`config.mk`:
```
export PLATFORM = sky130hd
export DESIGN_NAME = vca
export DESIGN_NICKNAME = d
export VERILOG_FILES = /design/src/rtl/vca_pkg.sv /design/src/rtl/vca_scale_stage.sv /design/src/rtl/vca.sv
export SDC_FILE = /design/constraint.sdc
export NUM_CORES = 1
export LEC_CHECK = 0
export ABC_AREA = 1
export BUFFER_PORTS_ARGS = -buffer_cell sky130_fd_sc_hd__buf_4
export CORE_ASPECT_RATIO = 0.7
export CORE_MARGIN = 2
export CORE_UTILIZATION = 50
export CTS_CLUSTER_SIZE = 40
export DETAILED_ROUTE_END_ITERATION = 6
export PLACE_DENSITY_LB_ADDON = 0.15
export SYNTH_ARGS = -nofsm -noshare
export SYNTH_HDL_FRONTEND = slang
export SYNTH_SLANG_ARGS = --single-unit
```
`constraint.sdc`:
```
create_clock -name clk -period 13.5 [get_ports clk]
set_input_delay 2.025 -clock clk [delete_from_list [all_inputs] [get_ports clk]]
set_output_delay 2.025 -clock clk [all_outputs]
set_load 0.1 [all_outputs]
```
`src/rtl/vca_pkg.sv`:
```
// Shared types and constants for the voice amplifier path.
//   AMPLITUDE_BITS / amplitude : unsigned envelope level produced by adsr
//   SAMPLE_BITS / sample       : signed audio sample
//   gate_env()                 : forces the envelope gain to zero while the note is idle
package vca_pkg;

  localparam int unsigned AMPLITUDE_BITS = 16;
  typedef logic [AMPLITUDE_BITS-1:0] amplitude;

  localparam int unsigned SAMPLE_BITS = 24;
  typedef logic signed [SAMPLE_BITS-1:0] sample;

  function automatic amplitude gate_env(amplitude env, logic active, bit zero_when_idle);
    return (zero_when_idle && !active) ? '0 : env;
  endfunction

endpackage

```
`src/rtl/vca_scale_stage.sv`:
```
// One registered valid/ready pipeline stage computing
//   out = (x * g + 2**(Shift-1)) >>> Shift   (round half up)
// with an exact pass-through when g == UnityGain.
// Ports:
//   clk_i, reset_i           clock, synchronous active-high reset
//   in_valid_i / in_ready_o  upstream handshake; in_ready_o = !valid_q | out_ready_i
//   in_x_i                   signed operand
//   in_gain_i                unsigned gain
//   out_valid_o / out_ready_i downstream handshake
//   out_x_o                  registered scaled result (held while stalled)
module vca_scale_stage #(
  parameter int unsigned         XBits     = 24,
  parameter int unsigned         GainBits  = 16,
  parameter int unsigned         Shift     = 16,
  parameter logic [GainBits-1:0] UnityGain = '1
) (
  input  logic                    clk_i,
  input  logic                    reset_i,
  input  logic                    in_valid_i,
  output logic                    in_ready_o,
  input  logic signed [XBits-1:0] in_x_i,
  input  logic [GainBits-1:0]     in_gain_i,
  output logic                    out_valid_o,
  input  logic                    out_ready_i,
  output logic signed [XBits-1:0] out_x_o
);

  // Gain is zero-extended to stay non-negative, hence the extra bit.
  localparam int unsigned ProdBits = XBits + GainBits + 1;
  localparam logic [ProdBits-1:0] RoundK = ProdBits'(1) << (Shift - 1);

  logic                    valid_q, valid_d;
  logic signed [XBits-1:0] x_q, x_d;
  logic signed [ProdBits-1:0] prod;
  logic signed [ProdBits-1:0] rounded;
  logic signed [XBits-1:0] scaled;
  logic signed [XBits-1:0] result;
  logic                    adv;

  always_comb begin
    prod    = $signed({{(GainBits + 1){in_x_i[XBits-1]}}, in_x_i}) *
              $signed({{XBits{1'b0}}, 1'b0, in_gain_i});
    rounded = prod + $signed(RoundK);
    scaled  = XBits'(rounded >>> Shift);
    result  = (in_gain_i == UnityGain) ? in_x_i : scaled;

    adv     = !valid_q || out_ready_i;
    valid_d = valid_q;
    x_d     = x_q;
    if (adv) begin
      valid_d = in_valid_i;
      if (in_valid_i) begin
        x_d = result;
      end
    end
  end

  always_ff @(posedge clk_i) begin
    if (reset_i) begin
      valid_q <= 1'b0;
      x_q     <= '0;
    end else begin
      valid_q <= valid_d;
      x_q     <= x_d;
    end
  end

  assign in_ready_o  = adv;
  assign out_valid_o = valid_q;
  assign out_x_o     = x_q;

endmodule

```
`src/rtl/vca.sv`:
```
// Envelope-controlled amplifier: scales each oscillator sample by the adsr level and silences
// the output while the envelope is idle. Full-throughput valid/ready pipeline.
//   S1: operand registers (sample, gated envelope gain)
//   S2: vca_scale_stage, envelope scaling (unity bypass at env == all-ones)
//   S3: vca_scale_stage, velocity scaling (only with VCA_VELOCITY_EN)
// Latency is 2 clocks, or 3 with VCA_VELOCITY_EN.
// Ports:
//   clk, reset               clock, synchronous active-high reset
//   in_valid / in_ready      input handshake; in_ready is combinational from out_ready
//   in_sample                signed sample
//   env, env_active          adsr level and activity flag, captured with the sample
//   velocity                 note velocity (VCA_VELOCITY_EN only)
//   out_valid / out_ready    output handshake
//   out_sample               signed scaled sample, stable while stalled
// Macro: VCA_VELOCITY_EN adds the velocity port and the S3 stage.
module vca
  import vca_pkg::*;
#(
  parameter int unsigned SAMPLE_BITS    = vca_pkg::SAMPLE_BITS,
  parameter bit          ZERO_WHEN_IDLE = 1'b1,
  localparam int unsigned VELOCITY_BITS = 7
) (
  input  logic                          clk,
  input  logic                          reset,
  input  logic                          in_valid,
  output logic                          in_ready,
  input  logic signed [SAMPLE_BITS-1:0] in_sample,
  input  logic [AMPLITUDE_BITS-1:0]     env,
  input  logic                          env_active,
`ifdef VCA_VELOCITY_EN
  input  logic [VELOCITY_BITS-1:0]      velocity,
`endif
  output logic                          out_valid,
  input  logic                          out_ready,
  output logic signed [SAMPLE_BITS-1:0] out_sample
);

  logic                          s1_valid_q, s1_valid_d;
  logic signed [SAMPLE_BITS-1:0] s1_x_q, s1_x_d;
  amplitude                      s1_gain_q, s1_gain_d;
  logic                          s1_adv;

  logic                          s2_ready;
  logic                          s2_valid;
  logic signed [SAMPLE_BITS-1:0] s2_x;
  logic                          s2_out_ready;

  always_comb begin
    s1_adv     = !s1_valid_q || s2_ready;
    s1_valid_d = s1_valid_q;
    s1_x_d     = s1_x_q;
    s1_gain_d  = s1_gain_q;
    if (s1_adv) begin
      s1_valid_d = in_valid;
      if (in_valid) begin
        s1_x_d    = in_sample;
        s1_gain_d = gate_env(env, env_active, ZERO_WHEN_IDLE);
      end
    end
  end

  always_ff @(posedge clk) begin
    if (reset) begin
      s1_valid_q <= 1'b0;
      s1_x_q     <= '0;
      s1_gain_q  <= '0;
    end else begin
      s1_valid_q <= s1_valid_d;
      s1_x_q     <= s1_x_d;
      s1_gain_q  <= s1_gain_d;
    end
  end

  assign in_ready = s1_adv;

  vca_scale_stage #(
    .XBits     (SAMPLE_BITS),
    .GainBits  (AMPLITUDE_BITS),
    .Shift     (AMPLITUDE_BITS),
    .UnityGain ({AMPLITUDE_BITS{1'b1}})
  ) u_env_stage (
    .clk_i       (clk),
    .reset_i     (reset),
    .in_valid_i  (s1_valid_q),
    .in_ready_o  (s2_ready),
    .in_x_i      (s1_x_q),
    .in_gain_i   (s1_gain_q),
    .out_valid_o (s2_valid),
    .out_ready_i (s2_out_ready),
    .out_x_o     (s2_x)
  );

`ifdef VCA_VELOCITY_EN
  // Velocity rides alongside the sample through S1 and S2 so it stays matched to it.
  logic [VELOCITY_BITS-1:0] s1_vel_q, s1_vel_d;
  logic [VELOCITY_BITS-1:0] s2_vel_q, s2_vel_d;
  logic [VELOCITY_BITS:0]   vel_gain;
  logic                     s3_ready;

  always_comb begin
    s1_vel_d = s1_vel_q;
    if (s1_adv && in_valid) begin
      s1_vel_d = velocity;
    end
    // S2 loads exactly when it advances with a valid S1 entry.
    s2_vel_d = s2_vel_q;
    if (s2_ready && s1_valid_q) begin
      s2_vel_d = s1_vel_q;
    end
    // velocity + 1 so that 127 maps to 128 = exact unity after >>> 7
    vel_gain = {1'b0, s2_vel_q} + (VELOCITY_BITS + 1)'(1);
  end

  always_ff @(posedge clk) begin
    if (reset) begin
      s1_vel_q <= '0;
      s2_vel_q <= '0;
    end else begin
      s1_vel_q <= s1_vel_d;
      s2_vel_q <= s2_vel_d;
    end
  end

  assign s2_out_ready = s3_ready;

  vca_scale_stage #(
    .XBits     (SAMPLE_BITS),
    .GainBits  (VELOCITY_BITS + 1),
    .Shift     (VELOCITY_BITS),
    .UnityGain ({1'b1, {VELOCITY_BITS{1'b0}}})
  ) u_vel_stage (
    .clk_i       (clk),
    .reset_i     (reset),
    .in_valid_i  (s2_valid),
    .in_ready_o  (s3_ready),
    .in_x_i      (s2_x),
    .in_gain_i   (vel_gain),
    .out_valid_o (out_valid),
    .out_ready_i (out_ready),
    .out_x_o     (out_sample)
  );
`else
  assign s2_out_ready = out_ready;
  assign out_valid    = s2_valid;
  assign out_sample   = s2_x;
`endif

endmodule

```
### Word level (Yosys, flattened, before mapping)

Index checks and enable logic that the tools add are counted.

| storage, ports and cells | value |
|---|---|
| register bits | 66 |
| latch bits | 0 |
| bits in writable memories | 0 |
| ROM bits | 0 |
| output and inout bits | 26 |
| memories | 0 |

| operators by class | value |
|---|---|
| $add $sub $neg | 1 |
| $mul | 1 |
| div/mod/pow operators | 0 |
| order comparisons | 0 |
| equality and inequality tests | 1 |
| shift-type cells | 0 |
| muxes and demuxes | 2 |
| bitwise operators | 0 |
| reductions and logical operators | 6 |

Operators by type and width:

| kind | number |
|---|---|
| $add A40 B17 Y40 const B | 1 |
| $mul A24 B17 Y40 | 1 |
| $mux W24 | 1 |
| $eq A16 B16 Y1 const B | 1 |
| $mux W16 | 1 |
| $reduce_and A2 Y1 | 2 |
| $logic_not A1 Y1 | 2 |
| $logic_or A1 B1 Y1 | 2 |

### Depth between registers and ports, before layout

| logic depth | value |
|---|---|
| depth after elaboration | 4 |
| depth in mapped cells | 31 |
| mapped depth without buffers | 29 |

### Hierarchy

Synthesis repeated with hierarchy kept, for this count alone.

| unflattened totals | value |
|---|---|
| cells, all modules | 2562 |
| area total of the unflattened synthesis | 18614.1 um2 |

By module, submodules not included:

| module | times used | cells an instance | area an instance (um2) |
|---|---|---|---|
| vca_scale_stage | 1 | 2293 | 16673.5 |
| vca | 1 | 269 | 1940.6 |

### Worst setup path before layout

OpenSTA, ideal clock, no wires.

| timing path | value |
|---|---|
| path kind | reg2reg |
| start point | reg s1_x_q[23] |
| end point | reg u_env_stage.x_q[19] (netlist: u_env_stage.out_x_o[19]) |
| library setup time | 0.132 ns |
| arrival | 5.533 ns |
| path slack | 7.835 ns |
| stages on the path, launching flop included | 23 |
| buffers on the path | 2 |
| cells stage by stage | dfxtp_1 clkbuf_1 clkbuf_1 nand2_1 fa_1 fa_1 inv_1 fa_1 fa_1 fa_1 inv_1 fa_1 inv_1 ha_1 a21o_1 o21bai_1 o21bai_1 a21oi_1 nand2_1 nand2_1 nand3_1 nand2_1 a21oi_1 |

| on the way | value |
|---|---|
| longest elaborated chain between the ends | 3 |

RTL lines:

| what | RTL line | RTL |
|---|---|---|
| from (decl) | vca.sv:39 | `logic signed [SAMPLE_BITS-1:0] s1_x_q, s1_x_d;` |
| from (signal assigned) | vca.sv:65 | `s1_x_q <= '0;` |
| from (signal assigned) | vca.sv:69 | `s1_x_q <= s1_x_d;` |
| $mul A24 B17 Y40 | vca_scale_stage.sv:41 | `prod = $signed({{(GainBits + 1){in_x_i[XBits-1]}}, in_x_i}) *` |
| $add A40 B17 Y40 | vca_scale_stage.sv:43 | `rounded = prod + $signed(RoundK);` |
| $mux W24 | vca_scale_stage.sv:45 | `result = (in_gain_i == UnityGain) ? in_x_i : scaled;` |
| to (signal assigned) | vca_scale_stage.sv:61 | `x_q <= '0;` |
| to (signal assigned) | vca_scale_stage.sv:64 | `x_q <= x_d;` |
| to (decl) | vca_scale_stage.sv:33 | `logic signed [XBits-1:0] x_q, x_d;` |

No other way between the ends.
A chain may end at the register's enable or synchronous reset.

### Worst setup path in the final report

| timing path | value |
|---|---|
| start point | reg s1_gain_q[3] |
| end point | reg u_env_stage.x_q[22] (netlist: u_env_stage.out_x_o[22]) |

| on the way | value |
|---|---|
| longest elaborated chain between the ends | 3 |
| elaborated cells between the ends (all ways) | 4 |
| those cells by class | 1 x add/sub; 1 x mul; 1 x eq/ne; 1 x mux |

RTL lines:

| what | RTL line | RTL |
|---|---|---|
| from (decl) | vca.sv:40 | `amplitude s1_gain_q, s1_gain_d;` |
| from (signal assigned) | vca.sv:70 | `s1_gain_q <= s1_gain_d;` |
| $mul A24 B17 Y40 | vca_scale_stage.sv:41 |  |
| $add A40 B17 Y40 | vca_scale_stage.sv:43 |  |
| $mux W24 (*) | vca_scale_stage.sv:45 |  |

Mark *: on every way between the ends. The rest lies on a longest branch, timed or not.

==> impl_metrics.py <==
metrics = {
    "run_status": {
        "outcome": "completed",
    },
    "worst_setup_path": {
        "critPathMaxStageDelay_ps": 1150,
        "ff2ff_setup_slack_ps": 6580,
        "arrival_ps": 7120,
        "ff2ff_path_depth": 20,
        "crit_required_ps": 13710,
        "timing.rr.end": "u_env_stage.out_x_o[22]",
        "worstSetupEndpointType": "flop",
        "crit_fanout": 26,
        "r2r_start": "s1_gain_q[3]",
        "path_class": "reg2reg",
        "path_cells": "nand2_1, fa_1, fa_1, inv_1, fa_1, inv_1, fa_1, inv_1, fa_1, fa_1, ha_1, inv_1, nor3_1, nand2_1, nor2_1, nand4_1, nand4_1, nand3_1, nand2_1, a21oi_1",
        "start_kind": "flop",
        "crit_path_frequent_cell": "fa_1",
        "crit_slowest_cell": "dfxtp_1",
    },
    "clocking": {
        "post_cts_resized": 0,
        "cts_setup_buffers": 0,
        "tritoncts": "done",
        "clk_latency_ps": 360,
        "cts_buffer_depth": 2,
        "htree_levels": 3,
        "clock-root-buffer": "clkbuf_16",
        "clkSinkCount": 66,
        "numCtsBuffers": 9,
        "path_clk_slew_ps": 70,
        "ctsHoldBuffers": 0,
    },
    "timing": {
        "period_needed_ps": 6920,
        "period_share": 0.512,
        "setup_ws_ps": 6580,
        "fmax_ghz": 0.145,
        "finalHoldViolCount": 0,
        "tightest_slew_ps": 1260,
        "fin_setup_tns_ps": 0,
        "hold_ws_ps": 464,
        "slew_headroom": 0.162,
        "rsz0062_at_grt": "false",
        "slew_violations": 0,
        "clock-skew-final_ps": 10.1,
        "finalSetupViolCount": 0,
    },
    "placed_design": {
        "hpwl_um": 42100,
        "preCtsSetupSlack_ps": 6650,
        "gp_congestion": 0.930,
        "placed_cell_area_um2": 18800,
        "placement.io_buffers": 70,
    },
    "synth": {
        "synthFlopType": "dfxtp_1",
        "yosysTopAreaCellShare": 0.413,
        "postSynthCellCount": 2475,
        "yosys-top-cells-count": "794 x inv_1, 610 x nand2_1, 371 x fa_1",
        "syn_nets": 3006,
        "synth_edf_count": 0,
        "synthAdderAreaFrac": 0.493,
        "synth_largest_area_cell": "fa_1",
        "ys_seq_elements": 66,
        "ys_warn_count": 0,
        "synth_top_family_by_area": "adder cells",
        "synthMuxAreaShare": 0,
        "ys_top_cells_by_area": "fa_1 41%, inv_1 17%, nand2_1 13%, ha_1 8.0%, dfxtp_1 7.4%",
        "synth_xor_area_frac": 0.00633,
        "synth_compound_area_frac": 0.0501,
        "synthSimpleGateAreaFrac": 0.183,
        "yosysMostFrequentCell": "inv_1",
        "synth.distinct_cells": 38,
        "yosysSeqAreaShare": 0.0735,
        "synthArstFlopShare": 0,
        "syn_area_um2": 18000,
        "syn_avg_cell_area_um2": 7.26,
    },
    "layout": {
        "drive_gt1_frac": 0.0552,
        "antenna_cells": 0,
        "final_cell_area_um2": 19100,
        "area.growth.synth_to_final_pct": 6.39,
        "post-route-util": 0.537,
        "final_nets": 2988,
    },
    "die": {
        "ios": 71,
        "dieArea_um2": 37500,
        "fp.dieW_um": 231,
        "start_util": 0.504,
        "rows": 58,
        "die_y_um": 163,
        "core_area_um2": 35600,
    },
    "route": {
        "top_layer": "met4",
        "wl_met1_um": 23800,
        "met3WireLength_um": 4520,
        "wl_per_cell_um": 17.6,
        "dr.pass1.iters": 5,
        "drc": 0,
        "vias": 14700,
        "drt-initial-drc-count": 1002,
        "wirelength_um": 51900,
        "avgViaCountPerCell": 4.99,
        "ant_nets": 0,
        "route.met2.wl_um": 22500,
    },
    "power_and_ir_drop": {
        "clkPwrFrac": 0.315,
        "ir_worst_vdd_uv": 56.1,
        "p_leak_nw": 11.7,
        "swShare": 0.446,
        "p_comb_frac": 0.415,
        "intPower_mw": 0.493,
        "pwr_density_cell_nw_per_um2": 46.6,
        "p_seq_frac": 0.271,
        "p_sw_mw": 0.397,
    },
    "grt": {
        "grt_pass1_vias": 15500,
        "grt_pass1_wl_um": 84200,
        "grt.overflow.total": 0,
        "grt_use_total": 0.295,
        "grt_antenna_before_repair": 0,
        "grt_max_degree": 67,
    },
    "min_path": {
        "min_from": "s1_gain_q[9]",
        "min_path_type": "reg2reg",
        "hold_end": "s1_gain_q[9]",
        "holdPathStages": 2,
    },
    "flow_run": {
        "maxCapViolCount": 0,
    },
}
-- layout make-up --
type / instances / area, µm²
multi-input combinational: 1486 / 13200
tap: 480 / 601
inverter: 802 / 3010
clock inverter: 7 / 105
fill: 3510 / 16500
sequential: 66 / 1320
clock buffer: 9 / 225
timing repair buffer: 92 / 691
-- power groups by stage --
stage | clock network (mW) | logic, mW | registers (mW)
after floorplan | 0 | 0.238 | 0.252
after global placement | 0 | 0.361 | 0.244
after detailed placement | 0 | 0.367 | 0.244
after CTS | 0.286 | 0.369 | 0.240
after global routing | 0.292 | 0.414 | 0.242
final | 0.280 | 0.369 | 0.241
-- layer usage --
layer / GRT usage / vias up
met5: 0 / -
met4: 0.0677 / 0
met3: 0.0700 / 67
met2: 0.468 / 493
met1: 0.413 / 7223
li1: - / 6897
-- state kept, by name (all words and copies together), names as in the netlist --
register / flops
u_env_stage.out_valid_o: 1
s1_gain_q: 16
s1_valid_q: 1
u_env_stage.out_x_o: 24
s1_x_q: 24
-- placed cells by master (no fill, tap or decap), drive strengths merged, types with 2 or more instances in the layout --
cell and n:
a31oi 3, a21o 6, bufinv 2, fa 371, o21bai 6, nand4 7
nand3b 3, xor2 6, o211ai 4, inv 806, a21oi 100, nor2 112
buf 92, or2 2, o21ai 28, nand3 76, dfxtp 66, a21boi 3
clkbuf 9, ha 115, xnor2 7, nand2 616, a211oi 10, nor3 9
-- stage by stage --
| step | power (mW) | std cells |
|---|---|---|
| finish | 0.890 | 2942 |
| global route | 0.949 | 2942 |
| CTS | 0.894 | 2942 |
| detailed placement | 0.610 | 2926 |
| global placement | 0.605 | 2926 |
| floorplan | 0.490 | 2475 |
-- cell families (layout without fill, tap and decap cells) --
group           Yosys count  count (layout)
simple gates            826             826
compound gates          161             161
flops                    66              66
fa+ha+maj               486             486
xor+xnor                 13              13
buf+inv                 923             910
-- worst max path at each step --
stage	startpoint	to	slack, ps	cells after the start
floorplan	s1_x_q[23]	u_env_stage.out_x_o[19]	7830	22
global placement	s1_gain_q[3]	u_env_stage.out_x_o[22]	6760	20
detailed placement	s1_gain_q[3]	u_env_stage.out_x_o[18]	6650	19
CTS	s1_gain_q[3]	u_env_stage.out_x_o[18]	6640	19
global route	s1_gain_q[3]	u_env_stage.out_x_o[18]	6190	19
finish	s1_gain_q[3]	u_env_stage.out_x_o[22]	6580	20
-- critical path: cells and delay by family, from the launching register on --
family / cells / cell delay (ps)
buffers and inverters: 4 / 430
DFF: 1 / 1150
and+or+nand+nor: 8 / 1350
adders and majority gates: 7 / 3750
AOI/OAI and AO/OA: 1 / 60
Power figures use the tool's default switching activity.
